$ cat src/rtl/bus_resp.sv
// rtl/bus_resp.sv - CPU-side bus responder: address fold/decode, wait states, fabric handshake
module bus_resp #(
    parameter logic [7:0]  RAM_TOP    = 8'h08,
    parameter logic [15:0] IO_PAGE    = 16'h00C0,
    parameter logic [7:0]  ROM_BANK   = 8'hFF,
    parameter int          RAM_WS     = 0,
    parameter int          ROM_WS     = 1,
    parameter int          IO_TIMEOUT = 16
) (
    input  logic        clk,
    input  logic        RST,
    input  logic        VALID,
    input  logic [23:0] AB,
    input  logic [7:0]  DO,
    input  logic        WE,
    input  logic        ABWDTH,
    output logic [7:0]  DI,
    output logic        RDY,
    output logic        ERR,
    output logic [2:0]  mem_sel,
    output logic        mem_req,
    output logic        mem_we,
    output logic [23:0] mem_addr,
    output logic [7:0]  mem_wdata,
    input  logic [7:0]  mem_rdata,
    input  logic        mem_ack
);

    localparam logic [3:0]  RAM_WS_C = 4'(RAM_WS);
    localparam logic [3:0]  ROM_WS_C = 4'(ROM_WS);
    localparam logic [15:0] TO_LAST  = 16'(IO_TIMEOUT - 1);

    localparam logic [2:0] SEL_RAM = 3'b001;
    localparam logic [2:0] SEL_ROM = 3'b010;
    localparam logic [2:0] SEL_IO  = 3'b100;

    typedef enum logic [2:0] {
        S_IDLE,
        S_WAIT,
        S_ACCESS,
        S_DONE,
        S_ERRD
    } state_t;

    state_t      state;
    state_t      state_nxt;

    logic [23:0] eff_addr;
    logic [2:0]  region;
    logic [3:0]  region_ws;
    logic        we_q;
    logic [3:0]  wait_cnt;
    logic [15:0] to_cnt;
    logic        is_io;
    logic        is_rom;
    logic        is_ram;

    // 16-bit mode folds the top 4K page into the ROM bank so reset vectors resolve.
    always_comb begin
        eff_addr = AB;
        if (!ABWDTH) begin
            if (AB[15:12] == 4'hF) begin
                eff_addr = {ROM_BANK, AB[15:0]};
            end else begin
                eff_addr = {8'h00, AB[15:0]};
            end
        end
    end

    always_comb begin
        region = 3'b000;
        if (eff_addr[23:8] == IO_PAGE) begin
            region = SEL_IO;
        end else if (eff_addr[23:16] == ROM_BANK) begin
            region = SEL_ROM;
        end else if (eff_addr[23:16] < RAM_TOP) begin
            region = SEL_RAM;
        end
    end

    always_comb begin
        case (region)
            SEL_RAM: region_ws = RAM_WS_C;
            SEL_ROM: region_ws = ROM_WS_C;
            default: region_ws = 4'd0;
        endcase
    end

    assign is_io  = mem_sel[2];
    assign is_rom = mem_sel[1];
    assign is_ram = mem_sel[0];

    always_ff @(posedge clk or negedge RST) begin
        if (!RST) begin
            state <= S_IDLE;
        end else begin
            state <= state_nxt;
        end
    end

    always_comb begin
        state_nxt = state;
        mem_req   = 1'b0;
        mem_we    = 1'b0;
        RDY       = 1'b0;
        ERR       = 1'b0;
        case (state)
            S_IDLE: begin
                if (VALID) begin
                    if (region == 3'b000) begin
                        state_nxt = S_ERRD;
                    end else if (region_ws != 4'd0) begin
                        state_nxt = S_WAIT;
                    end else begin
                        state_nxt = S_ACCESS;
                    end
                end
            end
            S_WAIT: begin
                if (wait_cnt <= 4'd1) begin
                    state_nxt = S_ACCESS;
                end
            end
            S_ACCESS: begin
                if (is_io) begin
                    mem_req = 1'b1;
                    mem_we  = we_q;
                    if (mem_ack) begin
                        state_nxt = S_DONE;
                    end else if (to_cnt == TO_LAST) begin
                        state_nxt = S_ERRD;
                    end
                end else begin
                    // ROM writes never reach the fabric.
                    mem_req   = !(is_rom && we_q);
                    mem_we    = is_ram && we_q;
                    state_nxt = S_DONE;
                end
            end
            S_DONE: begin
                RDY       = 1'b1;
                state_nxt = S_IDLE;
            end
            S_ERRD: begin
                RDY       = 1'b1;
                ERR       = 1'b1;
                state_nxt = S_IDLE;
            end
            default: state_nxt = S_IDLE;
        endcase
    end

    always_ff @(posedge clk or negedge RST) begin
        if (!RST) begin
            DI        <= 8'h00;
            mem_sel   <= 3'b000;
            mem_addr  <= 24'h000000;
            mem_wdata <= 8'h00;
            we_q      <= 1'b0;
            wait_cnt  <= 4'd0;
            to_cnt    <= 16'd0;
        end else begin
            case (state)
                S_IDLE: begin
                    if (VALID) begin
                        mem_addr  <= eff_addr;
                        mem_wdata <= DO;
                        we_q      <= WE;
                        mem_sel   <= region;
                        wait_cnt  <= region_ws;
                        to_cnt    <= 16'd0;
                        if (region == 3'b000) begin
                            DI <= 8'hFF;
                        end
                    end
                end
                S_WAIT: begin
                    wait_cnt <= wait_cnt - 4'd1;
                end
                S_ACCESS: begin
                    if (is_io) begin
                        to_cnt <= to_cnt + 16'd1;
                        if (mem_ack) begin
                            if (!we_q) begin
                                DI <= mem_rdata;
                            end
                            mem_sel <= 3'b000;
                        end else if (to_cnt == TO_LAST) begin
                            DI      <= 8'hFF;
                            mem_sel <= 3'b000;
                        end
                    end else begin
                        if (!we_q) begin
                            DI <= mem_rdata;
                        end
                        mem_sel <= 3'b000;
                    end
                end
                default: begin
                end
            endcase
        end
    end

endmodule

$ cat config.mk
export PLATFORM = sky130hd
export DESIGN_NAME = bus_resp
export DESIGN_NICKNAME = d
export VERILOG_FILES = /design/src/rtl/bus_resp.sv
export SDC_FILE = /design/constraint.sdc
export NUM_CORES = 1
export LEC_CHECK = 0
export ABC_AREA = 1
export CAP_MARGIN = 20
export CORE_MARGIN = 1
export CORE_UTILIZATION = 50
export CTS_BUF_LIST = sky130_fd_sc_hd__clkbuf_4
export DETAILED_ROUTE_END_ITERATION = 8
export GPL_ROUTABILITY_DRIVEN = 0
export PLACE_DENSITY = 0.78
export SLEW_MARGIN = 25
export SYNTH_ARGS = -nofsm -noshare
export SYNTH_HDL_FRONTEND = slang
export SYNTH_SLANG_ARGS = --single-unit
$ cat constraint.sdc
create_clock -name clk -period 2.1 [get_ports clk]
set_input_delay 0.42 -clock clk [delete_from_list [all_inputs] [get_ports clk]]
set_output_delay 0.42 -clock clk [all_outputs]
set_load 0.03 [all_outputs]
==> impl_metrics.sql, run 1 <==
INSERT INTO impl_metrics (metric_group, metric, value, unit) VALUES
('drt', 'route.antenna.remaining_nets', '0', ''),
('drt', 'post-route-drc-count', '1', ''),
('global_routing', 'grt_overflow', '0', ''),
('global_routing', 'first_global_vias', '3290', ''),
('run_status', 'run_status', 'finished with violations', ''),
('floorplanning', 'starting_utilization_of_the_core_area', '51.6', '%'),
('run_status', 'violations', 'DRC', ''),
('power_and_ir_drop', 'cellLeakagePower', '2.24', 'nW'),
('worst_setup_path', 'worst-setup-path-type', 'reg2out', ''),
('drt', 'first_iter_violations', '187', ''),
('global_routing', 'grt.total_usage', '25.6', '%'),
('layout', 'final.fill_count', '547', ''),
('sta', 'min_period_over_period', '95.2', '%'),
('synthesis', 'avgSynthCellArea', '7.78', 'µm²'),
('worst_setup_path', 'worstPathRequired', '1680', 'ps'),
('worst_setup_path', 'cp-startpoint', 'state[1]', ''),
('synthesis', 'synth_top_cell_by_area', 'dfrtp_1', ''),
('cts', 'cts_sinks', '67', ''),
('layout', 'utilization', '69.8', '%'),
('floorplanning', 'core_area', '6760', 'µm²'),
('worst_setup_path', 'critPathArrivalTime', '1580', 'ps'),
('cts', 'clock_path_buffers', '2', ''),
('hold_path', 'worst_hold_path_type', 'reg2reg', ''),
('synthesis', 'mappedNetlistArea', '3480', 'µm²'),
('worst_setup_path', 'cp.depth', '4', ''),
('worst_setup_path', 'crit_path_max_fanout', '4', ''),
('cts', 'cts_root_buffer', 'clkbuf_4', ''),
('synthesis', 'synth.most_common_cell', 'nand2_1', ''),
('sta', 'finClkSkew', '13.5', 'ps'),
('cts', 'cts.clk_slew.worst_paths', '130', 'ps'),
('cts', 'cts-buffers-inserted', '9', ''),
('global_routing', 'maximum_number_of_pins_on_one_net_before_global_route_repair', '68', ''),
('drt', 'vias_post_dr', '3284', ''),
('floorplanning', 'fp.dieH', '85.5', 'µm'),
('worst_setup_path', 'cp.buffers_inverters', '2', ''),
('sta', 'timing.slew.headroom', '74.9', '%'),
('sta', 'period_needed', '2000', 'ps'),
('floorplanning', 'top_level_ports', '93', ''),
('synthesis', 'synth_cells', '448', ''),
('worst_setup_path', 'crit_path_max_incr_delay', '470', 'ps'),
('global_routing', 'antenna_violations_before_repair', '0', ''),
('worst_setup_path', 'endpoint', 'ERR', ''),
('sta', 'tightestPinTransition', '373', 'ps'),
('layout', 'multi_input_comb_area', '1570', 'µm²'),
('floorplanning', 'placement_rows', '30', ''),
('cts', 'cts_tree', 'done', ''),
('sta', 'setup_violations', '0', ''),
('place', 'dpl_hpwl', '6130', 'µm'),
('synthesis', 'ys_seq_area_share', '48.1', '%'),
('worst_setup_path', 'regToRegSetupSlack', '210', 'ps'),
('worst_setup_path', 'critical_path.reg2reg.endpoint', 'DI[3]', ''),
('drt', 'routed_wire_length', '8580', 'µm'),
('worst_setup_path', 'cpLargestDelayFamily', 'buffers and inverters', ''),
('worst_setup_path', 'cpMaxStageDelayCell', 'dfrtp_1', ''),
('sta', 'setup_repair_after_global_routing_missed_its_margin', 'no', ''),
('floorplanning', 'dieArea', '7300', 'µm²'),
('synthesis', 'synth_enable_flop_cells', '0', ''),
('synthesis', 'ys_ff_latch', '67', ''),
('layout', 'layout_overhead_on_the_synthesized_area', '35.5', '%'),
('cts', 'clk-insertion-delay-late', '430', 'ps'),
('layout', 'seq_area', '1680', 'µm²'),
('layout', 'drive_gt1_share', '10.2', '%'),
('drt', 'dr.pass1.iters', '8', ''),
('synthesis', 'ys_async_sr_fraction', '100', '%'),
('power_and_ir_drop', 'cellPowerDensity', '1400', 'nW/µm²'),
('sta', 'clock.fmax', '500', 'MHz'),
('synthesis', 'net_count_synth', '497', ''),
('synthesis', 'dominantRegCellSynth', 'dfrtp_1', ''),
('sta', 'finalSetupTns', '0', 'ps'),
('worst_setup_path', 'setup.worst_path.start_class', 'flip-flop', ''),
('worst_setup_path', 'crit_path_cell_trace', 'inv_2 > nand2_1 > nor2_1 > dlygate4sd2_1', '');
## area by class of cell
cell class	count	area share, %
flip-flops and latches	67	35.5
multi-input cells	324	33.3
repair buffers	105	21.5
inverters	46	3.66
clock inverters	7	2.47
well taps	80	2.12
clock buffers	9	1.43
## registers in the layout, summed over array words and instances, names as in the netlist
| register | count |
|---|---|
| state | 3 |
| mem_sel | 3 |
| mem_addr | 24 |
| wait_cnt | 4 |
| to_cnt | 16 |
| we_q | 1 |
| DI | 8 |
| mem_wdata | 8 |
## report_power, final
part | switching [W] | internal, W | leakage [nW] | total (W)
clock network | 0.000505 | 0.000598 | 0.0858 | 0.00110
registers | 0.000325 | 0.00175 | 0.854 | 0.00208
logic | 0.00212 | 0.00129 | 1.30 | 0.00341
## cell families after synthesis
logic type | after synthesis | share of synthesized area, %
AND/OR/NAND/NOR | 265 | 34.8
XOR/XNOR | 4 | 1.01
flip-flops | 67 | 48.1
adder cells (fa/ha/maj) | 3 | 1.08
AO/OA/AOI/OAI | 52 | 8.23
buffers and inverters | 57 | 6.72
## worst reg2reg max path, cell delays in order, from the launching register on
cell	delay, ps
dfrtp_1	460
ha_1	250
nand2_1	110
inv_1	90
nand3_1	70
nor2_1	120
nand2_1	90
nand2_2	100
nand3_2	110
inv_2	170
nand2_4	100
nand2_1	70
nand2_1	50
## stage by stage
step | power [W] | cell area, µm² | cells | hold WS, ps | setup WS [ps]
finish | 0.00659 | 4720 | 638 | 485 | 99.9
global route | 0.00703 | 4720 | 638 | 517 | 3.25
CTS | 0.00664 | 4730 | 638 | 489 | 6.99
detailed placement | 0.00554 | 4540 | 621 | 458 | -81.3
global placement | 0.00544 | 4540 | 621 | 453 | 24.8
floorplan | 0.00420 | 3480 | 448 | 124 | 408
## timing repair
| action | 4_1_cts | 5_1_grt |
|---|---|---|
| hold endpoints to repair | 5 | 0 |
| endpoints found under the setup margin | 4 | 2 |
| hold buffers | 1 | 0 |
| buffers inserted | 0 | 0 |
| gates resized for setup | 9 | 5 |
## placed cells by master, fill, tap and decap left out, types with 2 or more instances in the layout
cell type        count
bufinv_16            3
nand2_4              3
o21ai_0             30
nand3b_1             3
clkdlybuf4s50_1     87
xor2_1               3
ha_1                 3
nor3_1               7
nand2_2              3
o21a_1               3
inv_1               37
a21boi_0             2
dfrtp_1             67
nand2_1            161
nor2_4               5
nor2_1              23
clkbuf_2             2
nand3_1             34
clkinvlp_4           3
a21oi_1              8
nor3b_1              2
clkinv_1             2
buf_2                2
o21ai_1              3
nor2_2               2
buf_4               11
clkbuf_4             9
inv_2                8
nand4_1             17
## worst min path at each step
stage / from / to / depth (start not counted)
6_report: mem_addr[6] / mem_addr[6] / 2
5_1_grt: AB[1] / mem_addr[1] / 3
4_1_cts: mem_addr[6] / mem_addr[6] / 2
3_5_place_dp: mem_addr[6] / mem_addr[6] / 2
3_3_place_gp: mem_wdata[6] / mem_wdata[6] / 2
2_1_floorplan: RST / DI[0] / 0
## layer usage
metal  wire length (µm)  share of wire, %  vias to the layer above  global-route usage, %
met4                140               1.6                        0                   10.0
met5                  0                 0                        -                      0
met2               3970                46                      104                   42.9
met1               3900                45                     1505                   31.7
met3                565               6.6                       15                   6.61
li1                   -                 -                     1660                      -
Power figures use the tool's default switching activity.
==> run 2, diff against run 1 <==
--- a/config.mk
+++ b/config.mk
@@ -8,11 +8,11 @@
 export ABC_AREA = 1
 export CAP_MARGIN = 20
 export CORE_MARGIN = 1
-export CORE_UTILIZATION = 50
+export CORE_UTILIZATION = 41
 export CTS_BUF_LIST = sky130_fd_sc_hd__clkbuf_4
 export DETAILED_ROUTE_END_ITERATION = 8
 export GPL_ROUTABILITY_DRIVEN = 0
-export PLACE_DENSITY = 0.78
+export PLACE_DENSITY = 0.65
 export SLEW_MARGIN = 25
 export SYNTH_ARGS = -nofsm -noshare
 export SYNTH_HDL_FRONTEND = slang
==> run 2 against run 1 <==
Wire length increased by 1.1%. Critical endpoint is now mem_we. Critical path depth unchanged. Via count about the same. Worst hold slack got worse by 2.2 ps. Largest power group unchanged. Combinational power about the same. Largest cell class unchanged. Die area increased by 21%. The run now ends clean. Utilization decreased by 12 points.
==> impl_metrics.sql, run 2 (synthesized netlist as in run 1, its figures left out) <==
INSERT INTO impl_metrics (metric_group, metric, value, unit) VALUES
('run_status', 'run_status', 'finished clean', ''),
('worst_setup_path', 'timing.rr.start', 'to_cnt[0]', ''),
('layout', 'top_register', 'mem_addr', ''),
('layout', 'layout.nets', '603', ''),
('sta', 'clock.fmax', '496', 'MHz'),
('worst_setup_path', 'endpoint', 'mem_we', ''),
('drt', 'routed_wire_length', '8670', 'µm'),
('global_routing', 'grt.total_usage', '20.8', '%'),
('global_routing', 'gr-usage-met1', '25.4', '%'),
('cts', 'cts.clk_slew.worst_paths', '110', 'ps'),
('power_and_ir_drop', 'total_power', '0.00633', 'W'),
('place', 'dpl_hpwl', '6440', 'µm'),
('sta', 'setup_repair_after_global_routing_missed_its_margin', 'no', ''),
('global_routing', 'first_global_vias', '3204', ''),
('cts', 'cts_tree', 'done', ''),
('global_routing', 'maximum_number_of_pins_on_one_net_before_global_route_repair', '39', ''),
('hold_path', 'worst_hold_path_type', 'reg2reg', ''),
('layout', 'layout_overhead_on_the_synthesized_area', '35.3', '%'),
('worst_setup_path', 'critPathArrivalTime', '1600', 'ps'),
('power_and_ir_drop', 'intPower', '0.00341', 'W'),
('power_and_ir_drop', 'seq_power_share', '32.8', '%'),
('sta', 'timing.slew.headroom', '67.3', '%'),
('worst_setup_path', 'worst_r2r_path_depth', '12', ''),
('floorplanning', 'fp.dieH', '94.2', 'µm'),
('sta', 'period_needed', '2020', 'ps'),
('worst_setup_path', 'regToRegSetupSlack', '200', 'ps'),
('floorplanning', 'placement_rows', '33', ''),
('sta', 'setup_violations', '0', ''),
('drt', 'dr.pass1.iters', '4', ''),
('drt', 'route.antenna.remaining_nets', '0', ''),
('power_and_ir_drop', 'netSwitchingPower', '0.00292', 'W'),
('power_and_ir_drop', 'cellLeakagePower', '2.23', 'nW'),
('worst_setup_path', 'crit_path_max_fanout', '3', ''),
('layout', 'leading_cell_type_in_the_layout_fill_and_taps_excluded', 'nand2_1', ''),
('layout', 'biggestRegsByFlops', 'mem_addr: 24 flops, to_cnt: 16 flops', ''),
('worst_setup_path', 'setup.worst_path.start_class', 'flip-flop', ''),
('worst_setup_path', 'critical_path.reg2reg.endpoint', 'DI[5]', ''),
('floorplanning', 'top_level_ports', '93', ''),
('layout', 'diodes', '0', ''),
('worst_setup_path', 'cp-startpoint', 'state[2]', ''),
('floorplanning', 'core_area', '8220', 'µm²'),
('sta', 'finClkSkew', '11.0', 'ps'),
('power_and_ir_drop', 'fraction_of_power_consumed_by_combinational_cells', '53.9', '%'),
('drt', 'wire_per_inst', '13.1', 'µm'),
('floorplanning', 'dieArea', '8870', 'µm²'),
('worst_setup_path', 'worstPathRequired', '1680', 'ps'),
('sta', 'hold_viol_final', '0', ''),
('layout', 'drive_gt1_share', '10.2', '%'),
('drt', 'first_iter_violations', '147', ''),
('worst_setup_path', 'worst-setup-path-type', 'reg2out', ''),
('sta', 'min_period_over_period', '96.0', '%'),
('power_and_ir_drop', 'power.share.switching', '46.1', '%'),
('cts', 'cts_root_buffer', 'clkbuf_4', ''),
('drt', 'drt-vias-per-instance', '4.94', ''),
('floorplanning', 'die_w', '94.2', 'µm'),
('power_and_ir_drop', 'max-vdd-ir-drop', '0.687', 'mV'),
('place', 'detailedPlace.worstSlack', '-94.8', 'ps'),
('sta', 'worst_slack', '83.7', 'ps'),
('place', 'numPortBuffers', '92', ''),
('job', 'max_capacitance_violation_total', '0', ''),
('worst_setup_path', 'crit_path_end_kind', 'output port', ''),
('layout', 'most-common-layout-cells', 'nand2_1 (161), clkdlybuf4s50_1 (87), dfrtp_1 (67)', ''),
('layout', 'largest_register_ffs', '24', ''),
('cts', 'clock_path_buffers', '2', ''),
('global_routing', 'global_route.peak_usage_layer', 'met2', ''),
('power_and_ir_drop', 'cellPowerDensity', '1340', 'nW/µm²'),
('global_routing', 'wire_length_of_the_first_global_routing_pass', '14300', 'µm'),
('floorplanning', 'starting_utilization_of_the_core_area', '42.4', '%'),
('global_routing', 'grt_overflow', '0', ''),
('global_routing', 'grt_use_met2', '33.5', '%'),
('sta', 'report.final.slew_viol_count', '0', ''),
('global_routing', 'antenna_violations_before_repair', '0', ''),
('drt', 'post-route-drc-count', '0', ''),
('cts', 'clk-insertion-delay-late', '420', 'ps'),
('drt', 'vias_post_dr', '3282', ''),
('cts', 'cts-buffers-inserted', '9', ''),
('global_routing', 'gr-usage-met3', '6.96', '%'),
('sta', 'tightestPinTransition', '491', 'ps'),
('layout', 'postLayoutCellArea', '4710', 'µm²'),
('cts', 'cts_sinks', '67', ''),
('power_and_ir_drop', 'pwr-share-clk', '13.3', '%'),
('place', 'placedInstanceArea', '4580', 'µm²'),
('cts', 'htree_num_levels', '3', '');
run 2: changes by cell type in the layout (fill, tap and decap cells not counted), sizes merged:
| cell | change |
|---|---|
| clkinvlp | +1 |
| dlygate4sd2 | +1 |
| clkinv | +1 |
| bufinv | -2 |
run 2: critical path: stages, from the launching register on:
cell and delay, ps:
dfrtp_1 430, nor2_4 180, nand2_4 80, nor2_1 90, dlygate4sd2_1 400
run 2: what timing repair did:
| item | in CTS | in global routing |
|---|---|---|
| endpoints found under the hold margin | 1 | 0 |
| gates resized for setup | 5 | 5 |
| hold buffers | 1 | 0 |
| setup endpoints to repair | 4 | 2 |
| setup buffers | 0 | 0 |
run 2: how the worst min path moves through the flow:
stage          cells after the start         start  slack (ps)           end
3_5_place_dp                       2  mem_addr[14]         460  mem_addr[14]
5_1_grt                            2  mem_addr[15]         510  mem_addr[15]
6_report                           2  mem_addr[14]         480  mem_addr[14]
2_1_floorplan                      0           RST         120         DI[0]
4_1_cts                            2  mem_addr[14]         490  mem_addr[14]
3_3_place_gp                       2  mem_wdata[3]         450  mem_wdata[3]
run 2: through the flow:
step | setup TNS (ps) | hold slack, ps | utilization [%] | std cells
finish | 0 | 483 | 57.4 | 664
global route | 0 | 513 | 57.4 | 664
CTS | 0 | 489 | 57.5 | 664
detailed placement | -737 | 461 | 55.7 | 647
global placement | -0.487 | 453 | 55.7 | 647
floorplan | 0 | 124 | - | 448
run 2: layer usage:
layer  wire length (µm)  part of all wire [%]
met1               3890                    45
met2               3900                    45
met3                726                   8.4
met4                153                   1.8
met5                  0                     0
run 2: power by group through the flow:
stage                     clock network, W  logic, W  registers, W
after floorplan                          0   0.00139       0.00281
after global placement                   0   0.00340       0.00208
after detailed placement                 0   0.00345       0.00209
after CTS                         0.000876   0.00345       0.00208
after global routing              0.000918   0.00374       0.00213
final                             0.000841   0.00341       0.00208
run 2: layout make-up:
type                    instances  area, µm²
clock inverters                 7       68.8
repair buffers                106       1020
flip-flops and latches         67       1680
inverters                      46        173
well taps                     105        131
multi-input cells             324       1570
fillers                       788       3500
clock buffers                   9       67.6
